## config.mk

```make
export PLATFORM = sky130hd
export DESIGN_NAME = priority_rr_arbiter
export DESIGN_NICKNAME = d
export VERILOG_FILES = /design/src/rtl/priority_rr_arbiter.sv
export SDC_FILE = /design/constraint.sdc
export NUM_CORES = 1
export LEC_CHECK = 0
export CORE_MARGIN = 4
export CORE_UTILIZATION = 45
export DETAILED_ROUTE_END_ITERATION = 8
export GPL_ROUTABILITY_DRIVEN = 0
export HOLD_SLACK_MARGIN = 0.03
export PLACE_DENSITY = 0.64
export SETUP_SLACK_MARGIN = 0.15
export SLEW_MARGIN = 10
export SYNTH_ARGS = -nofsm -noshare
export SYNTH_HDL_FRONTEND = slang
export SYNTH_SLANG_ARGS = --single-unit
```

## constraint.sdc

```tcl
create_clock -name clk -period 5.83 [get_ports clk]
set_clock_uncertainty 0.15 [all_clocks]
set_input_delay 0.8745 -clock clk [delete_from_list [all_inputs] [get_ports clk]]
set_output_delay 0.8745 -clock clk [all_outputs]
set_load 0.01 [all_outputs]
```

## src/rtl/priority_rr_arbiter.sv

```systemverilog
// Lock-until-release round-robin arbiter with a registered one-hot grant.
// Define PRIORITY_RR_ARBITER_TIMEOUT_EN to bound grant tenure to MAX_HOLD cycles under contention.
module priority_rr_arbiter #(
  parameter int unsigned REQ_WIDTH = 8,
  parameter int unsigned MAX_HOLD  = 16
) (
  input  logic                         clk,
  input  logic                         rst,
  input  logic [REQ_WIDTH-1:0]         req,
  output logic [REQ_WIDTH-1:0]         gnt,
  output logic                         gnt_valid,
  output logic [$clog2(REQ_WIDTH)-1:0] gnt_id
);

  localparam int unsigned IDW = $clog2(REQ_WIDTH);

  typedef enum logic {IDLE, GRANT} state_e;

  state_e               state_q;
  logic [IDW-1:0]       ptr_q;
  logic [REQ_WIDTH-1:0] gnt_q;
  logic                 valid_q;
  logic [IDW-1:0]       gnt_id_q;

  logic                 release_c;
  logic [IDW-1:0]       ptr_d;
  logic [IDW-1:0]       start_c;
  logic                 pick_valid_c;
  logic [IDW-1:0]       pick_id_c;

`ifdef PRIORITY_RR_ARBITER_TIMEOUT_EN
  localparam int unsigned HW = (MAX_HOLD > 1) ? $clog2(MAX_HOLD) : 1;
  localparam logic [HW-1:0] HOLD_LAST = HW'(MAX_HOLD - 1);

  logic [HW-1:0] hold_q;
  logic          timeout_c;

  // Forced release only when someone else is waiting; a lone owner keeps the grant.
  assign timeout_c = (hold_q == HOLD_LAST) && ((req & ~gnt_q) != '0);
`else
  logic timeout_c;

  assign timeout_c = 1'b0;
`endif

  assign release_c = (state_q == GRANT) && (!req[gnt_id_q] || timeout_c);
  assign ptr_d     = (32'(gnt_id_q) == REQ_WIDTH - 1) ? '0 : gnt_id_q + 1'b1;
  assign start_c   = (state_q == GRANT) ? ptr_d : ptr_q;

  // First set request bit scanning circularly upward from start_c.
  always_comb begin
    int unsigned pos;
    pick_valid_c = 1'b0;
    pick_id_c    = '0;
    pos          = 0;
    for (int unsigned k = 0; k < REQ_WIDTH; k++) begin
      pos = (32'(start_c) + k) % REQ_WIDTH;
      if (!pick_valid_c && req[pos]) begin
        pick_valid_c = 1'b1;
        pick_id_c    = IDW'(pos);
      end
    end
  end

  always_ff @(posedge clk) begin
    if (rst) begin
      state_q  <= IDLE;
      ptr_q    <= '0;
      gnt_q    <= '0;
      valid_q  <= 1'b0;
      gnt_id_q <= '0;
`ifdef PRIORITY_RR_ARBITER_TIMEOUT_EN
      hold_q   <= '0;
`endif
    end else begin
      case (state_q)
        IDLE: begin
          if (pick_valid_c) begin
            state_q  <= GRANT;
            gnt_q    <= REQ_WIDTH'(1) << pick_id_c;
            valid_q  <= 1'b1;
            gnt_id_q <= pick_id_c;
`ifdef PRIORITY_RR_ARBITER_TIMEOUT_EN
            hold_q   <= '0;
`endif
          end
        end
        GRANT: begin
          if (release_c) begin
            ptr_q <= ptr_d;
`ifdef PRIORITY_RR_ARBITER_TIMEOUT_EN
            hold_q <= '0;
`endif
            if (pick_valid_c) begin
              gnt_q    <= REQ_WIDTH'(1) << pick_id_c;
              valid_q  <= 1'b1;
              gnt_id_q <= pick_id_c;
            end else begin
              state_q  <= IDLE;
              gnt_q    <= '0;
              valid_q  <= 1'b0;
              gnt_id_q <= '0;
            end
          end else begin
`ifdef PRIORITY_RR_ARBITER_TIMEOUT_EN
            if (hold_q != HOLD_LAST) hold_q <= hold_q + 1'b1;
`endif
          end
        end
        default: state_q <= IDLE;
      endcase
    end
  end

  assign gnt       = gnt_q;
  assign gnt_valid = valid_q;
  assign gnt_id    = gnt_id_q;

endmodule

```

# Yosys cells after proc, flatten, opt, wreduce, memory -nomap -nowiden
# Index checks and enable logic that the tools add are counted.
# word_totals
ff_bits,16
input_bits,10
out_inout_bits,12
wordCells,95
# op_classes
addsub,8
order_cmp,9
eq_ne,3
n_shift,1
muxes,50
n_bitwise,1
n_reduce_logical,18
# op_table
operator,count
two-way mux 3 bit,13
< comparator 3 x 4 -> 1 bit (second input constant),9
binary-select mux 1 bit (select 3 bit),9
two-way mux 8 bit,3
two-way mux 1 bit,21
one-hot mux 8 bit (2 select lines),1
adder 3 bit (second input constant),4
logical AND 1 bit,8
logical NOT 1 bit,8
<< shifter 1 x 3 -> 8 bit (first input constant),1
adder 3 x 1 -> 3 bit (second input constant),2
adder 3 x 2 -> 3 bit (second input constant),2
one-hot mux 3 bit (2 select lines),1
one-hot mux 1 bit (2 select lines),2
AND reduction 2 bit,2
equality test 3 bit (second input constant),1
inequality test 2 x 1 -> 1 bit (second input constant),1
inequality test 2 bit (second input constant),1
NOT 1 bit,1

# Longest topological paths before layout
# Gate-level depths: netlist of the first run.
# depth
word_depth,31
mapped_depth,16
ltp_nobuf,13

# Worst setup path after synthesis of the first run
# Ideal clock, no wire load.
# synth_path
path_kind,reg2reg
startpoint,register gnt_id_q[0] (netlist: gnt_id[0])
endpoint,register gnt_q[0] (netlist: gnt[0])
setup_ns,0.117
arrival_time_ns,4.259
t_required_ns,5.563
slack_ns,1.304
stages_incl_launch_ff,15
n_path_buf,2
period_less_slack_ns,4.526
path_cell_list,dfxtp_1 -> ha_1 -> ha_1 -> nor3b_4 -> nor2_4 -> buf_1 -> ha_1 -> buf_1 -> clkinv_1 -> mux4_2 -> or4_4 -> o311ai_2 -> a32o_2 -> nor2_1 -> a22o_1
# synth_between
elab_chain_cells,31
elab_cells_between_ends,69
classes_between,8 x add/sub; 3 x eq/ne; 1 x shift; 40 x mux; 17 x reduce/logical
# synth_lines
element,line,text
from (decl),23,logic [IDW-1:0] gnt_id_q;
from (signal assigned),82,gnt_id_q <= pick_id_c;
from (signal assigned),97,gnt_id_q <= pick_id_c;
branches (longest 31 deep; another with adder 3 x 1 -> 3 bit),--,
to (signal assigned),80,gnt_q <= REQ_WIDTH'(1) << pick_id_c;
to (signal assigned),95,gnt_q <= REQ_WIDTH'(1) << pick_id_c;
to (decl),21,logic [REQ_WIDTH-1:0] gnt_q;
# Parallel ways; which one is timed is not known. The select of a mux whose other input is x is not followed.
# A chain may end at the register's enable or synchronous reset.

# Worst setup path after layout of the first run
# layout_path
startpoint,register gnt_id_q[0] (netlist: gnt_id[0])
endpoint,register gnt_q[1] (netlist: gnt[1])
# Same word-level chain as after synthesis.

==> results of run 1 <==
[logic make-up after synthesis]
family          after synthesis
compound gates               58
xor+xnor                      5
fa+ha+maj                     4
buf+inv                      18
flops                        16
mux                          42
simple gates                 74
[metrics by stage]
stage	cells	worst slack, ns	power, mW
floorplan	217	1.304	1.011
global placement	278	1.284	1.269
detailed placement	278	1.206	1.256
CTS	282	1.170	1.360
global route	282	0.7147	1.495
finish	282	1.083	1.371
[registers in the layout, summed over array words and instances, names as in the netlist]
register and count:
ptr_q 3, state_q 1, gnt_valid 1, gnt_id 3, gnt 8
[Yosys cell counts, types with 2 or more instances]
library cell | instances | area, um^2
a2111o_1 | 2 | 22.52
a2111oi_0 | 2 | 17.52
a211oi_1 | 2 | 15.01
a21o_1 | 2 | 15.01
a21oi_1 | 11 | 55.05
a22o_1 | 5 | 43.79
a22oi_1 | 3 | 22.52
a32oi_1 | 4 | 35.03
and3_1 | 2 | 12.51
buf_1 | 4 | 15.01
buf_6 | 2 | 22.52
clkbuf_1 | 5 | 18.77
dfxtp_1 | 16 | 320.3
ha_1 | 4 | 50.05
inv_1 | 4 | 15.01
mux2_2 | 6 | 67.56
mux2i_1 | 26 | 260.3
mux4_2 | 9 | 202.7
nand2_1 | 22 | 82.58
nand3_1 | 9 | 45.04
nor2_1 | 18 | 67.56
nor2b_1 | 2 | 12.51
nor3_1 | 5 | 25.02
o2111ai_1 | 2 | 17.52
o211ai_1 | 2 | 15.01
o21ai_0 | 6 | 30.03
o2bb2ai_1 | 4 | 35.03
o31ai_1 | 2 | 15.01
or3_1 | 2 | 12.51
xnor2_1 | 4 | 35.03
[how the worst max path moves through the flow]
stage	to	slack, ns	depth (start not counted)
detailed placement	gnt[3]	1.21	13
finish	gnt[1]	1.08	13
floorplan	gnt[0]	1.30	14
global placement	gnt[0]	1.28	13
CTS	gnt[1]	1.17	13
global route	gnt[3]	0.71	13
[cells in the final DEF, fill, tap and decap left out, types with 3 or more instances in the layout]
cell type | synthesis | layout
mux2_2 | 6 | 6
mux2i_1 | 26 | 26
ha_1 | 4 | 4
clkdlybuf4s50_1 | 0 | 21
dfxtp_1 | 16 | 16
o2bb2ai_1 | 4 | 4
nand2_1 | 22 | 22
a22o_1 | 5 | 5
o21ai_0 | 6 | 6
a32oi_1 | 4 | 4
a22oi_1 | 3 | 3
mux4_2 | 9 | 9
xnor2_1 | 4 | 4
nor2_1 | 18 | 18
nor3_1 | 5 | 5
nand3_1 | 9 | 9
a21oi_1 | 11 | 11
clkbuf_8 | 0 | 4
inv_1 | 4 | 4
[per-layer routing]
layer  GRT usage, %  up-vias
met4          4.303        0
met5              0        -
met2          30.46       63
li1               -      878
met1          29.75      848
met3          3.719        4
[cell type report]
class,count,area [um^2],area share [%]
flip-flops and latches,16,320.3,14.75
multi-input cells,183,1486,68.43
clock buffers,4,55.05,2.535
repair buffers,23,225.2,10.37
well taps,50,62.56,2.880
inverters,6,22.52,1.037
[critical path, cell delays in order (launching register included)]
cell and delay [ns]:
dfxtp_1 0.54, ha_1 0.22, ha_1 0.23, nor3b_4 0.08
nor2_4 0.37, inv_1 0.28, ha_1 0.33, xor2_1 0.48
mux4_2 0.43, nor4_2 0.51, o221ai_1 0.23, a32oi_1 0.45
nor3b_1 0.12, a22o_1 0.20
[report_power, final]
part	switching, mW	internal [mW]	total, mW
Clock	0.0364	0.0598	0.0963
Sequential	0.0346	0.142	0.176
Combinational	0.635	0.463	1.10
Total	0.706	0.665	1.37
==> flow_summary_export.csv, run 1 <==
group,metric,value,unit
worst_hold_path,min_path_type,"flop to flop",
sta,finalSetupTns,0,ns
critical_path,worstSetupEndpointType,"flop",
detailed_routing,vias,1793,
global_routing,antenna_found_initial,0,
placement,portBuffers,21,
sta,worstMarginPinSlew,0.9235,ns
power,p_per_area,631.2,nW/um^2
detailed_routing,wl_met2,2235,um
detailed_routing,remaining_drc_errors,0,
placement,hpwlAfterDp,3815,um
critical_path,required,5.82,ns
global_routing,grt-ovfl-total,0,
synthesis,synth_simple_gate_area_share,21.05,%
cells_and_area,syn2layout_area_growth,14.89,%
synthesis,synth-xor-area-share,2.316,%
power,ir_drop,0.2910,mV
detailed_routing,postRouteAntennaNets,0,
power,p_leak,0.8574,nW
synthesis,yosysWarningCount,0,
floorplanning,io_pins,22,
detailed_routing,top_layer,"met4",
cells_and_area,final_nets,247,
synthesis,ys_seq_area_share,16.94,%
cells_and_area,drive_gt1_share,14.22,%
synthesis,muxShareOfSynthArea,29.25,%
synthesis,netlist_instances,217,
sta,slew_headroom,37.99,%
cells_and_area,antenna_cells,0,
synthesis,synth.net_count,231,
cts,post_cts_resize_count,0,
floorplanning,die_x,72.82,um
global_routing,grt_max_degree,20,
cts,htree_levels,1,
detailed_routing,wl_met3,333,um
critical_path,worstPathMaxFanout,15,
cells_and_area,fillers,397,
sta,grt_setup_unrepaired,"false",
cts,clockRootBuffer,"clkbuf_8",
synthesis,synth_top_family_by_area,"multiplexers",
floorplanning,core,4029,um^2
detailed_routing,avgViaCountPerCell,6.358,
run_status,status,"complete, no violations",
worst_hold_path,min_path_cells,1,
floorplanning,rows,23,
sta,slew_violations,0,
sta,finalHoldViolations,0,
global_routing,grt_pass1_wl,8521,um
critical_path,arrival,4.74,ns
synthesis,syn-cell-area,1891,um^2
sta,hold_slack,0.3151,ns
cts,cts_tree,"yes",
sta,period_needed,4.747,ns
critical_path,r2r_start,"gnt_id[0]",
cts,cts.clk_slew.worst_paths,0.06,ns
worst_hold_path,min-delay-start,"gnt[6]",
critical_path,start_kind,"flop",
synthesis,synth_edf_count,0,
sta,setup_viol,0,
sta,period_share,81.42,%
detailed_routing,wl_per_cell,17.91,um
critical_path,cp-startpoint,"gnt_id[0]",
synthesis,ys.flop_type,"dfxtp_1",
synthesis,synth_compound_area_share,23.36,%
cts,clk_latency,0.25,ns
cts,clockBufferDepth,2,
cts,ctsHoldBuffers,0,
run,maxCapViolations,0,
placement,dpl_cell_area,2117,um^2
global_routing,grt_usage,20.14,%
cells_and_area,fin_util,53.91,%
synthesis,synth_cell_types,60,
cts,cts_setup_buffers,0,
critical_path,rr_endpoint,"gnt[1]",
synthesis,synth_adder_area_share,2.647,%
floorplanning,die-area,5302,um^2
floorplanning,die_h,72.82,um
sta,timing.fmax,0.2107,GHz
cells_and_area,fin_area,2172,um^2
cts,cts.sink_count,16,
detailed_routing,wl_met1,2461,um
detailed_routing,drt_first_pass_iters,4,
synthesis,async_flop_share,0,%
critical_path,r2r_slack,1.08,ns
global_routing,grt_pass1_vias,1696,
synthesis,syn_area_per_cell,8.712,um^2
critical_path,worst-r2r-cell-count,13,
worst_hold_path,min_to,"gnt[6]",
detailed_routing,wirelength,5050,um
synthesis,ys_seq_elements,16,
critical_path,critPathKind,"flop to flop",
floorplanning,start_util,46.93,%
cts,numCtsBuffers,3,
detailed_routing,drtIter0Drc,171,
No activity file was read; power rests on OpenSTA's default activity.
==> run 2, diff against run 1 <==
Clock period 5.83 ns to 4.75 ns, I/O delays scaled along.
==> flow_summary_export.csv, run 2 (same netlist as run 1, synthesis figures left out) <==
group,metric,value,unit
worst_hold_path,min_path_type,"flop to flop",
power,internal_power,870.5,uW
critical_path,max_stage_delay,0.59,ns
cts,ctsHoldBuffers,0,
global_routing,grt_pass1_vias,1748,
detailed_routing,top_layer,"met4",
critical_path,r2r_start,"gnt_id[0]",
global_routing,antenna_found_initial,0,
critical_path,cp_common_cell,"ha_1",
detailed_routing,wl_met2,2226,um
floorplanning,io_pins,22,
global_routing,grt_max_degree,19,
detailed_routing,vias,1870,
critical_path,arrival,4.19,ns
floorplanning,die_h,72.82,um
detailed_routing,remaining_drc_errors,0,
run_status,status,"complete, no violations",
run,maxCapViolations,0,
critical_path,worstSetupEndpointType,"flop",
cts,cts_tree,"yes",
cts,clockBufferDepth,2,
cts,clockRootBuffer,"clkbuf_8",
sta,slew_violations,0,
critical_path,critPathKind,"flop to flop",
detailed_routing,wl_met3,366,um
power,p_seq_share,12.4,%
sta,period_share,87.23,%
cells_and_area,register_area,320.3,um^2
power,p_sw_share,50.19,%
global_routing,grt_usage,20.14,%
global_routing,grt_pass1_wl,8480,um
floorplanning,rows,23,
worst_hold_path,min-delay-start,"gnt[7]",
cts,cts.sink_count,16,
cts,htree_levels,1,
floorplanning,die-area,5302,um^2
sta,period_needed,4.143,ns
cts,cts.clk_slew.worst_paths,0.06,ns
sta,slew_headroom,64.40,%
placement,portBuffers,21,
cells_and_area,fin_util,55.78,%
power,ir_drop,0.3476,mV
cells_and_area,final_nets,257,
power,p_per_area,777.7,nW/um^2
cells_and_area,syn2layout_area_growth,18.86,%
detailed_routing,wirelength,5062,um
detailed_routing,wl_per_cell,17.34,um
floorplanning,core,4029,um^2
power,power_frac_comb,81.0,%
cells_and_area,layout_commonest_cell,"mux2i_1",
cells_and_area,multi_input_area,1486,um^2
sta,finalHoldViolations,0,
critical_path,rr_endpoint,"gnt[1]",
sta,finalSetupTns,0,ns
detailed_routing,avgViaCountPerCell,6.404,
cells_and_area,largest_register_ff_count,8,
placement,hpwlAfterDp,3918,um
sta,worstMarginPinSlew,0.5228,ns
cells_and_area,fillers,378,
cts,clk_latency,0.24,ns
detailed_routing,drt_first_pass_iters,4,
cts,numCtsBuffers,3,
detailed_routing,wl_met1,2368,um
critical_path,r2r_slack,0.61,ns
critical_path,start_kind,"flop",
critical_path,worstPathMaxFanout,10,
worst_hold_path,min_to,"gnt[7]",
critical_path,slowest_stage,"or4_4",
cells_and_area,final_cell_mix,"mux2i_1, nand2_1, clkdlybuf4s50_1",
cells_and_area,antenna_cells,0,
global_routing,grt-ovfl-total,0,
power,netSwitchingPower,877.2,uW
detailed_routing,drtIter0Drc,115,
critical_path,path_cells,"ha_1 -> ha_1 -> nor3b_4 -> nor2_4 -> ha_1 -> clkinv_1 -> mux4_2 -> or4_4 -> nor3_4 -> o21a_2 -> and2b_1 -> a22o_1",
floorplanning,die_x,72.82,um
critical_path,worst-r2r-cell-count,12,
worst_hold_path,min_path_cells,1,
critical_path,required,4.79,ns
sta,grt_setup_unrepaired,"false",
sta,timing.fmax,0.2414,GHz
power,power_frac_clock,6.7,%
detailed_routing,postRouteAntennaNets,0,
floorplanning,start_util,46.93,%
sta,setup_viol,0,
cells_and_area,drive_gt1_share,17.77,%
power,p_leak,0.9062,nW
==> run 2: cell types whose count changed in the layout (fill, tap and decap cells not counted), sizes merged <==
cell / change
buf: +10
==> run 2: timing repair <==
item / in CTS / in global routing
resized for setup: 0 / 0
setup endpoints to repair: 0 / 8
setup buffers: 0 / 3
==> run 2: worst max-delay path by stage <==
stage,depth (start not counted),end,slack (ns),startpoint
2_1_floorplan,14,gnt[0],0.22,gnt_id[0]
3_3_place_gp,12,gnt[1],0.50,gnt_id[0]
3_5_place_dp,13,gnt[0],0.42,gnt_id[0]
4_1_cts,13,gnt[1],0.39,gnt_id[0]
5_1_grt,13,gnt[1],0.28,gnt_id[0]
6_report,12,gnt[1],0.61,gnt_id[0]
==> run 2: final cells by class <==
class,count,area share (%)
clock buffers,4,2.450
multi-input cells,183,66.15
repair buffers,33,13.36
well taps,50,2.784
inverters,6,1.002
flip-flops and latches,16,14.25
==> run 2: through the flow <==
step	cells	area [um^2]	setup slack [ns]	hold WS (ns)	total power, mW
2_1_floorplan	217	1891	0.2245	0.2952	1.241
3_3_place_gp	285	2170	0.5030	0.3035	1.607
3_5_place_dp	285	2170	0.4222	0.2975	1.601
4_1_cts	289	2225	0.3928	0.3224	1.727
5_1_grt	292	2247	0.2773	0.3408	1.895
6_report	292	2247	0.6067	0.3161	1.748
==> run 2: critical path, delay by kind of cell (launching register included) <==
kind	cells	cell delay (ns)
flops	1	0.41
buf+inv	1	0.18
mux	1	0.50
simple gates	5	1.48
fa+ha+maj	3	0.99
compound gates	2	0.36
==> run 2: power groups by stage <==
stage               clock network, mW  registers, mW  logic [mW]
floorplan                           0          0.224        1.02
global placement                    0          0.219        1.39
detailed placement                  0          0.219        1.38
CTS                             0.122          0.217        1.39
global route                    0.128          0.224        1.54
finish                          0.116          0.217        1.41
==> run 2: per-layer routing <==
metal | vias up | global-route usage, %
met5 | - | 0
met4 | 0 | 7.787
met3 | 6 | 3.994
met2 | 72 | 28.86
met1 | 896 | 29.52
li1 | 896 | -
